--- config.mk ---
export PLATFORM = sky130hd
export DESIGN_NAME = mathblock_mac
export DESIGN_NICKNAME = d
export VERILOG_FILES = /design/src/rtl/mathblock_pkg.sv /design/src/rtl/mathblock_mul_stage.sv /design/src/rtl/mathblock_mac.sv
export SDC_FILE = /design/constraint.sdc
export NUM_CORES = 2
export LEC_CHECK = 0
export ABC_AREA = 1
export CAP_MARGIN = 20
export CORE_UTILIZATION = 62
export CTS_CLUSTER_DIAMETER = 200
export DETAILED_ROUTE_END_ITERATION = 10
export GPL_ROUTABILITY_DRIVEN = 0
export PLACE_DENSITY = 0.91
export SYNTH_ARGS = -nofsm -noshare
export SYNTH_HDL_FRONTEND = slang
export SYNTH_HIERARCHICAL = 1
export SYNTH_SLANG_ARGS = --single-unit
export TNS_END_PERCENT = 30
--- constraint.sdc ---
create_clock -name clk -period 13 [get_ports clk]
set_clock_uncertainty 0.2 [all_clocks]
set_input_delay 2.6 -clock clk [delete_from_list [all_inputs] [get_ports clk]]
set_output_delay 2.6 -clock clk [all_outputs]
set_load 0.05 [all_outputs]
--- src/rtl/mathblock_pkg.sv ---
// Shared definitions for the mathblock multiply-accumulate slice.
// op_t is the operation select sampled alongside the operands.
package mathblock_pkg;

   localparam int unsigned OP_WIDTH = 3;

   typedef enum logic [OP_WIDTH-1:0] {
      OP_MUL      = 3'd0,
      OP_ADD_C    = 3'd1,
      OP_ADD_CD   = 3'd2,
      OP_ADD_CCD  = 3'd3,
      OP_ACC      = 3'd4,
      OP_SUB_ACC  = 3'd5,
      OP_ACC_LOAD = 3'd6,
      OP_RSVD     = 3'd7
   } op_t;

endpackage

--- src/rtl/mathblock_mul_stage.sv ---
// Pipeline stages S1 (operand capture) and S2 (full product, extended to P_WIDTH).
// c, cdin and op travel alongside the product so S3 sees a coherent set.
module mathblock_mul_stage
   import mathblock_pkg::*;
#(
   parameter int A_WIDTH     = 18,
   parameter int B_WIDTH     = 18,
   parameter int P_WIDTH     = 44,
   parameter int SIGNED_MODE = 1
) (
   input  logic               clk_i,
   input  logic               rst_i,
   input  logic               en_i,
   input  logic               valid_i,
   input  op_t                op_i,
   input  logic [A_WIDTH-1:0] a_i,
   input  logic [B_WIDTH-1:0] b_i,
   input  logic [P_WIDTH-1:0] c_i,
   input  logic [P_WIDTH-1:0] cdin_i,
   output logic [P_WIDTH-1:0] prod_o,
   output logic [P_WIDTH-1:0] c_o,
   output logic [P_WIDTH-1:0] cdin_o,
   output op_t                op_o,
   output logic               valid_o
);

   logic [A_WIDTH-1:0] a_q;
   logic [B_WIDTH-1:0] b_q;
   logic [P_WIDTH-1:0] c_q, cdin_q;
   op_t                op_q;
   logic               valid_q;

   logic [P_WIDTH-1:0] prod_q, c2_q, cdin2_q;
   op_t                op2_q;
   logic               valid2_q;

   logic [P_WIDTH-1:0] a_ext, b_ext, prod_d;

   // P_WIDTH > A_WIDTH+B_WIDTH, so the product of the extended operands
   // taken mod 2^P_WIDTH is exactly the extended full product.
   if (SIGNED_MODE != 0) begin : g_signed
      assign a_ext = P_WIDTH'($signed(a_q));
      assign b_ext = P_WIDTH'($signed(b_q));
   end else begin : g_unsigned
      assign a_ext = P_WIDTH'(a_q);
      assign b_ext = P_WIDTH'(b_q);
   end

   assign prod_d = a_ext * b_ext;

   always_ff @(posedge clk_i or posedge rst_i) begin
      if (rst_i) begin
         a_q      <= '0;
         b_q      <= '0;
         c_q      <= '0;
         cdin_q   <= '0;
         op_q     <= OP_MUL;
         valid_q  <= 1'b0;
         prod_q   <= '0;
         c2_q     <= '0;
         cdin2_q  <= '0;
         op2_q    <= OP_MUL;
         valid2_q <= 1'b0;
      end else if (en_i) begin
         valid_q  <= valid_i;
         valid2_q <= valid_q;
         // Data registers only load on valid, so idle-cycle operand noise is ignored.
         if (valid_i) begin
            a_q    <= a_i;
            b_q    <= b_i;
            c_q    <= c_i;
            cdin_q <= cdin_i;
            op_q   <= op_i;
         end
         if (valid_q) begin
            prod_q  <= prod_d;
            c2_q    <= c_q;
            cdin2_q <= cdin_q;
            op2_q   <= op_q;
         end
      end
   end

   assign prod_o  = prod_q;
   assign c_o     = c2_q;
   assign cdin_o  = cdin2_q;
   assign op_o    = op2_q;
   assign valid_o = valid2_q;

endmodule

--- src/rtl/mathblock_mac.sv ---
// Three-stage multiply-accumulate: S1/S2 in mathblock_mul_stage, S3 add/accumulate here.
// valid_in is qualified by en; valid_out marks the cycle p takes a new result.
module mathblock_mac
   import mathblock_pkg::*;
#(
   parameter int A_WIDTH     = 18,
   parameter int B_WIDTH     = 18,
   parameter int P_WIDTH     = 44,
   parameter int SIGNED_MODE = 1
) (
   input  logic               clk,
   input  logic               reset,
   input  logic               en,
   input  logic               valid_in,
   input  op_t                op,
   input  logic [A_WIDTH-1:0] a,
   input  logic [B_WIDTH-1:0] b,
   input  logic [P_WIDTH-1:0] c,
   input  logic [P_WIDTH-1:0] cdin,
   output logic [P_WIDTH-1:0] p,
   output logic [P_WIDTH-1:0] cdout,
   output logic               valid_out,
   output logic               ovf
);

   localparam int XW = P_WIDTH + 2;

   logic [P_WIDTH-1:0] s3_prod, s3_c, s3_cdin;
   op_t                s3_op;
   logic               s3_valid;

   logic [P_WIDTH-1:0] p_q, p_d;
   logic               ovf_q, ovf_d;
   logic               valid_out_q;

   logic [XW-1:0] opnd1, opnd2, opnd3, exact;
   logic          do_sub, chk_ovf, clr_ovf, ovf_hit;

   mathblock_mul_stage #(
      .A_WIDTH    (A_WIDTH),
      .B_WIDTH    (B_WIDTH),
      .P_WIDTH    (P_WIDTH),
      .SIGNED_MODE(SIGNED_MODE)
   ) u_mul_stage (
      .clk_i  (clk),
      .rst_i  (reset),
      .en_i   (en),
      .valid_i(valid_in),
      .op_i   (op),
      .a_i    (a),
      .b_i    (b),
      .c_i    (c),
      .cdin_i (cdin),
      .prod_o (s3_prod),
      .c_o    (s3_c),
      .cdin_o (s3_cdin),
      .op_o   (s3_op),
      .valid_o(s3_valid)
   );

   // Two guard bits hold the exact sum of up to three P_WIDTH terms.
   function automatic logic [XW-1:0] ext(input logic [P_WIDTH-1:0] x);
      if (SIGNED_MODE != 0) ext = {{2{x[P_WIDTH-1]}}, x};
      else                  ext = {2'b00, x};
   endfunction

   always_comb begin
      opnd1   = ext(s3_prod);
      opnd2   = '0;
      opnd3   = '0;
      do_sub  = 1'b0;
      chk_ovf = 1'b1;
      clr_ovf = 1'b0;
      case (s3_op)
         OP_ADD_C:    opnd2 = ext(s3_c);
         OP_ADD_CD:   opnd2 = ext(s3_cdin);
         OP_ADD_CCD: begin
            opnd2 = ext(s3_c);
            opnd3 = ext(s3_cdin);
         end
         OP_ACC: begin
            opnd1 = ext(p_q);
            opnd2 = ext(s3_prod);
         end
         OP_SUB_ACC: begin
            opnd1  = ext(p_q);
            opnd2  = ext(s3_prod);
            do_sub = 1'b1;
         end
         OP_ACC_LOAD: begin
            chk_ovf = 1'b0;
            clr_ovf = 1'b1;
         end
         default:     chk_ovf = 1'b0;
      endcase

      exact = do_sub ? (opnd1 - opnd2) : (opnd1 + opnd2 + opnd3);

      // Out of range when the guard bits disagree with the representable result.
      if (SIGNED_MODE != 0)
         ovf_hit = chk_ovf && (exact[XW-1:P_WIDTH] != {2{exact[P_WIDTH-1]}});
      else
         ovf_hit = chk_ovf && (exact[XW-1:P_WIDTH] != 2'b00);

      p_d   = p_q;
      ovf_d = ovf_q;
      if (s3_valid) begin
         p_d   = exact[P_WIDTH-1:0];
         ovf_d = clr_ovf ? 1'b0 : (ovf_q | ovf_hit);
      end
   end

   always_ff @(posedge clk or posedge reset) begin
      if (reset) begin
         p_q         <= '0;
         ovf_q       <= 1'b0;
         valid_out_q <= 1'b0;
      end else if (en) begin
         p_q         <= p_d;
         ovf_q       <= ovf_d;
         valid_out_q <= s3_valid;
      end
   end

   assign p         = p_q;
   assign cdout     = p_q;
   assign valid_out = valid_out_q;
   assign ovf       = ovf_q;

endmodule

==> metrics.csv <==
stage,metric,value,unit
status,status,"complete, no violations",
min_path,HP Class,reg -> reg,
sta,Worst-Margin Slew,1020,ps
global_routing,Congestion Overflow GR,0,
cts,CTS hold repair buffers,0,
detailed_routing,WL final,101,mm
detailed_routing,drt drc,0,
sta,Final Slew Violations,0,
critical_path,CP cell instances,nand2_1 -> fa_1 -> inv_1 -> fa_1 -> fa_1 -> fa_1 -> fa_1 -> inv_1 -> fa_1 -> inv_1 -> ha_1 -> a21oi_1 -> nand2_1 -> inv_1 -> nand2_1 -> nand2_1 -> nand2_1 -> a21oi_1 -> nand2_1 -> nand3_1 -> nand2_1,
global_routing,maximum number of pins on one net before global-route repair,164,
detailed_routing,via count,31800,
critical_path,Buf/Inv on CP,4,
floorplanning,Top Ports,221,
yosys,syn avg cell area,7.34,um^2
yosys,Yosys top cell area share,0.220,
placement,Placement Cell Area,36700,um^2
detailed_routing,ANT nets after route,0,
finish,Seq. cell area,7560,um^2
finish,area grow syn2layout,10.2,%
yosys,"top cells by area, synth","dfrtp_1 22%, fa_1 22%, nand2_1 14%",
critical_path,"slowest stage delay, CP",870,ps
yosys,top_reg_cell synth,dfrtp_1,
finish,layout cells sized above 1,0.0577,
floorplanning,area of the die,56400,um^2
yosys,yosys warns,6,
floorplanning,Initial Util,0.633,
finish,final net count,5431,
global_routing,total global-route track usage,0.364,
yosys,Post-synth EDFFs,0,
global_routing,first-pass GRT wire length,161,mm
yosys,library cells used by synthesis,57,
job,max cap viols,0,
yosys,post-synthesis async set-or-reset flop share,1.00,
critical_path,"delay-heaviest family, CP",adder cells,
yosys,post-synthesis sequential area ratio,0.220,
critical_path,WS Path Type,reg -> reg,
finish,Ant. Diodes,0,
min_path,hold_sp,u_mul_stage/c_q[39],
cts,H-tree depth,2,
detailed_routing,iteration count of the initial detailed-routing pass,8,
sta,Final Hold Viols,0,
cts,CTS tree,built,
floorplanning,Die H,238,um
placement,# port buffers,220,
critical_path,CP Capture Type,flip-flop,
sta,Setup Total Neg Slack,0,ps
critical_path,crit path launch type,flip-flop,
finish,post-layout instance area,37900,um^2
sta,RSZ-0062 raised after global routing,false,
min_path,Hold Path Stages,2,
global_routing,antenna violations before repair,2,
critical_path,Most common cell on crit path,nand2_1,
min_path,worst hold endpoint,u_mul_stage/c_o[39],
yosys,mapped cell area,34400,um^2
finish,most frequent cells in the layout,"1246 x nand2_1, 1056 x inv_1, 375 x fa_1",
cts,CTS Buf Count,35,
floorplanning,Die X,238,um
critical_path,Critical Path Fanout Max,19,
critical_path,WP data arrival,6880,ps
cts,"Reg clk slew, reported paths",60,ps
cts,post-CTS sizing,0,
finish,# fillers,4024,
global_routing,number of global-route vias before repair,31700,
sta,minimum clock period,6630,ps
sta,worst relative slew slack,0.318,
floorplanning,core area,54300,um^2
critical_path,FF-to-FF Start,u_mul_stage/b_q[3],
floorplanning,# rows,85,
detailed_routing,routed vias/inst,5.77,
critical_path,R2R depth,21,
placement,DP HPWL,77.3,mm
cts,Clock Sinks,302,
detailed_routing,DR iter-0 viols,3877,
cts,worst-skew pair later-pin latency,590,ps
yosys,Synth Instances,4686,
sta,Final period util,0.510,
cts,post-CTS setup buffers,0,
yosys,"area leader, netlist",dfrtp_1,
yosys,"FF+latch count, synth",302,
critical_path,Critical Path RT,13250,ps
finish,Layout Utilization,0.698,
detailed_routing,Routed WL per cell,18.4,um
sta,count of final setup violators,0,
sta,WHS,270,ps
critical_path,worst reg2reg path endpoint,u_mul_stage/prod_o[35],
yosys,syn nets,5374,
finish,"most common cell after layout, fill and taps aside",nand2_1,
cts,CTS Buffer Depth,3,
cts,CTS root buf,clkbuf_16,
critical_path,Crit-path slowest cell,fa_1,
finish,area of the multi-input gates,21700,um^2
sta,fmax,151,MHz
critical_path,worst reg-to-reg setup slack,6370,ps
synthesized netlist by cell type, drive strengths merged (29+ instances only):
| master | number |
|---|---|
| nand3 | 164 |
| mux2 | 49 |
| fa | 375 |
| xnor2 | 29 |
| nor2 | 305 |
| inv | 1104 |
| o21ai | 215 |
| a21oi | 251 |
| nand2 | 1266 |
| nand4 | 33 |
| clkbuf | 123 |
| ha | 182 |
| buf | 92 |
| a22o | 41 |
| dfrtp | 302 |
per-stage QoR:
| step | worst slack, ps | std cells |
|---|---|---|
| floorplan | 3160 | 4686 |
| CTS | 6470 | 5505 |
| global route | 5940 | 5507 |
| finish | 6370 | 5507 |
| detailed placement | 6540 | 5443 |
| global placement | 6720 | 5443 |
layout make-up:
cell class | count | share of cell area
clock buffers | 43 | 0.0247
clock inverters | 19 | 0.00775
inverters | 1106 | 0.110
multi-input cells | 3063 | 0.572
flip-flops and latches | 302 | 0.199
well taps | 739 | 0.0244
repair buffers | 235 | 0.0620
flip-flops by register name (all words and copies together), names as in the netlist, 18 cells and up:
register,count
u_mul_stage/b_q,18
u_mul_stage/cdin_o,44
u_mul_stage/a_q,18
u_mul_stage/c_q,44
u_mul_stage/c_o,44
u_mul_stage/cdin_q,44
cdout,44
u_mul_stage/prod_o,36
metal layers:
metal | part of all wire | global-route usage
met1 | 0.36 | 0.445
met2 | 0.46 | 0.597
met3 | 0.12 | 0.0783
met4 | 0.072 | 0.210
met5 | 0.00013 | 0
worst max-delay path by stage:
stage	to	start	slack, ps	cells past startpoint
2_1_floorplan	u_mul_stage/a_q[0]	reset	3160	1
3_3_place_gp	u_mul_stage/prod_o[35]	u_mul_stage/b_q[3]	6720	21
3_5_place_dp	u_mul_stage/prod_o[35]	u_mul_stage/b_q[0]	6540	25
4_1_cts	u_mul_stage/prod_o[35]	u_mul_stage/b_q[0]	6470	25
5_1_grt	u_mul_stage/prod_o[31]	u_mul_stage/b_q[0]	5940	24
6_report	u_mul_stage/prod_o[35]	u_mul_stage/b_q[3]	6370	21
worst min-delay path: cells and delay by family, from the launching register on:
family | cells | cell delay [ps]
DFF | 1 | 340
and+or+nand+nor | 2 | 100
kinds of logic (layout without fill, tap and decap cells):
| kind of cell | count (synthesis) | count (layout) | synth area share |
|---|---|---|---|
| AO/OA/AOI/OAI | 586 | 586 | 0.0983 |
| XOR/XNOR | 50 | 50 | 0.0127 |
| adder cells (fa/ha/maj) | 557 | 557 | 0.284 |
| buffers and inverters | 1321 | 1403 | 0.151 |
| flip-flops | 302 | 302 | 0.220 |
| multiplexers | 49 | 49 | 0.0160 |
| AND/OR/NAND/NOR | 1821 | 1821 | 0.218 |
Power is left out: the tool's default activity adds up to more than one toggle a clock period on the data nets, which glitch-free logic cannot reach.
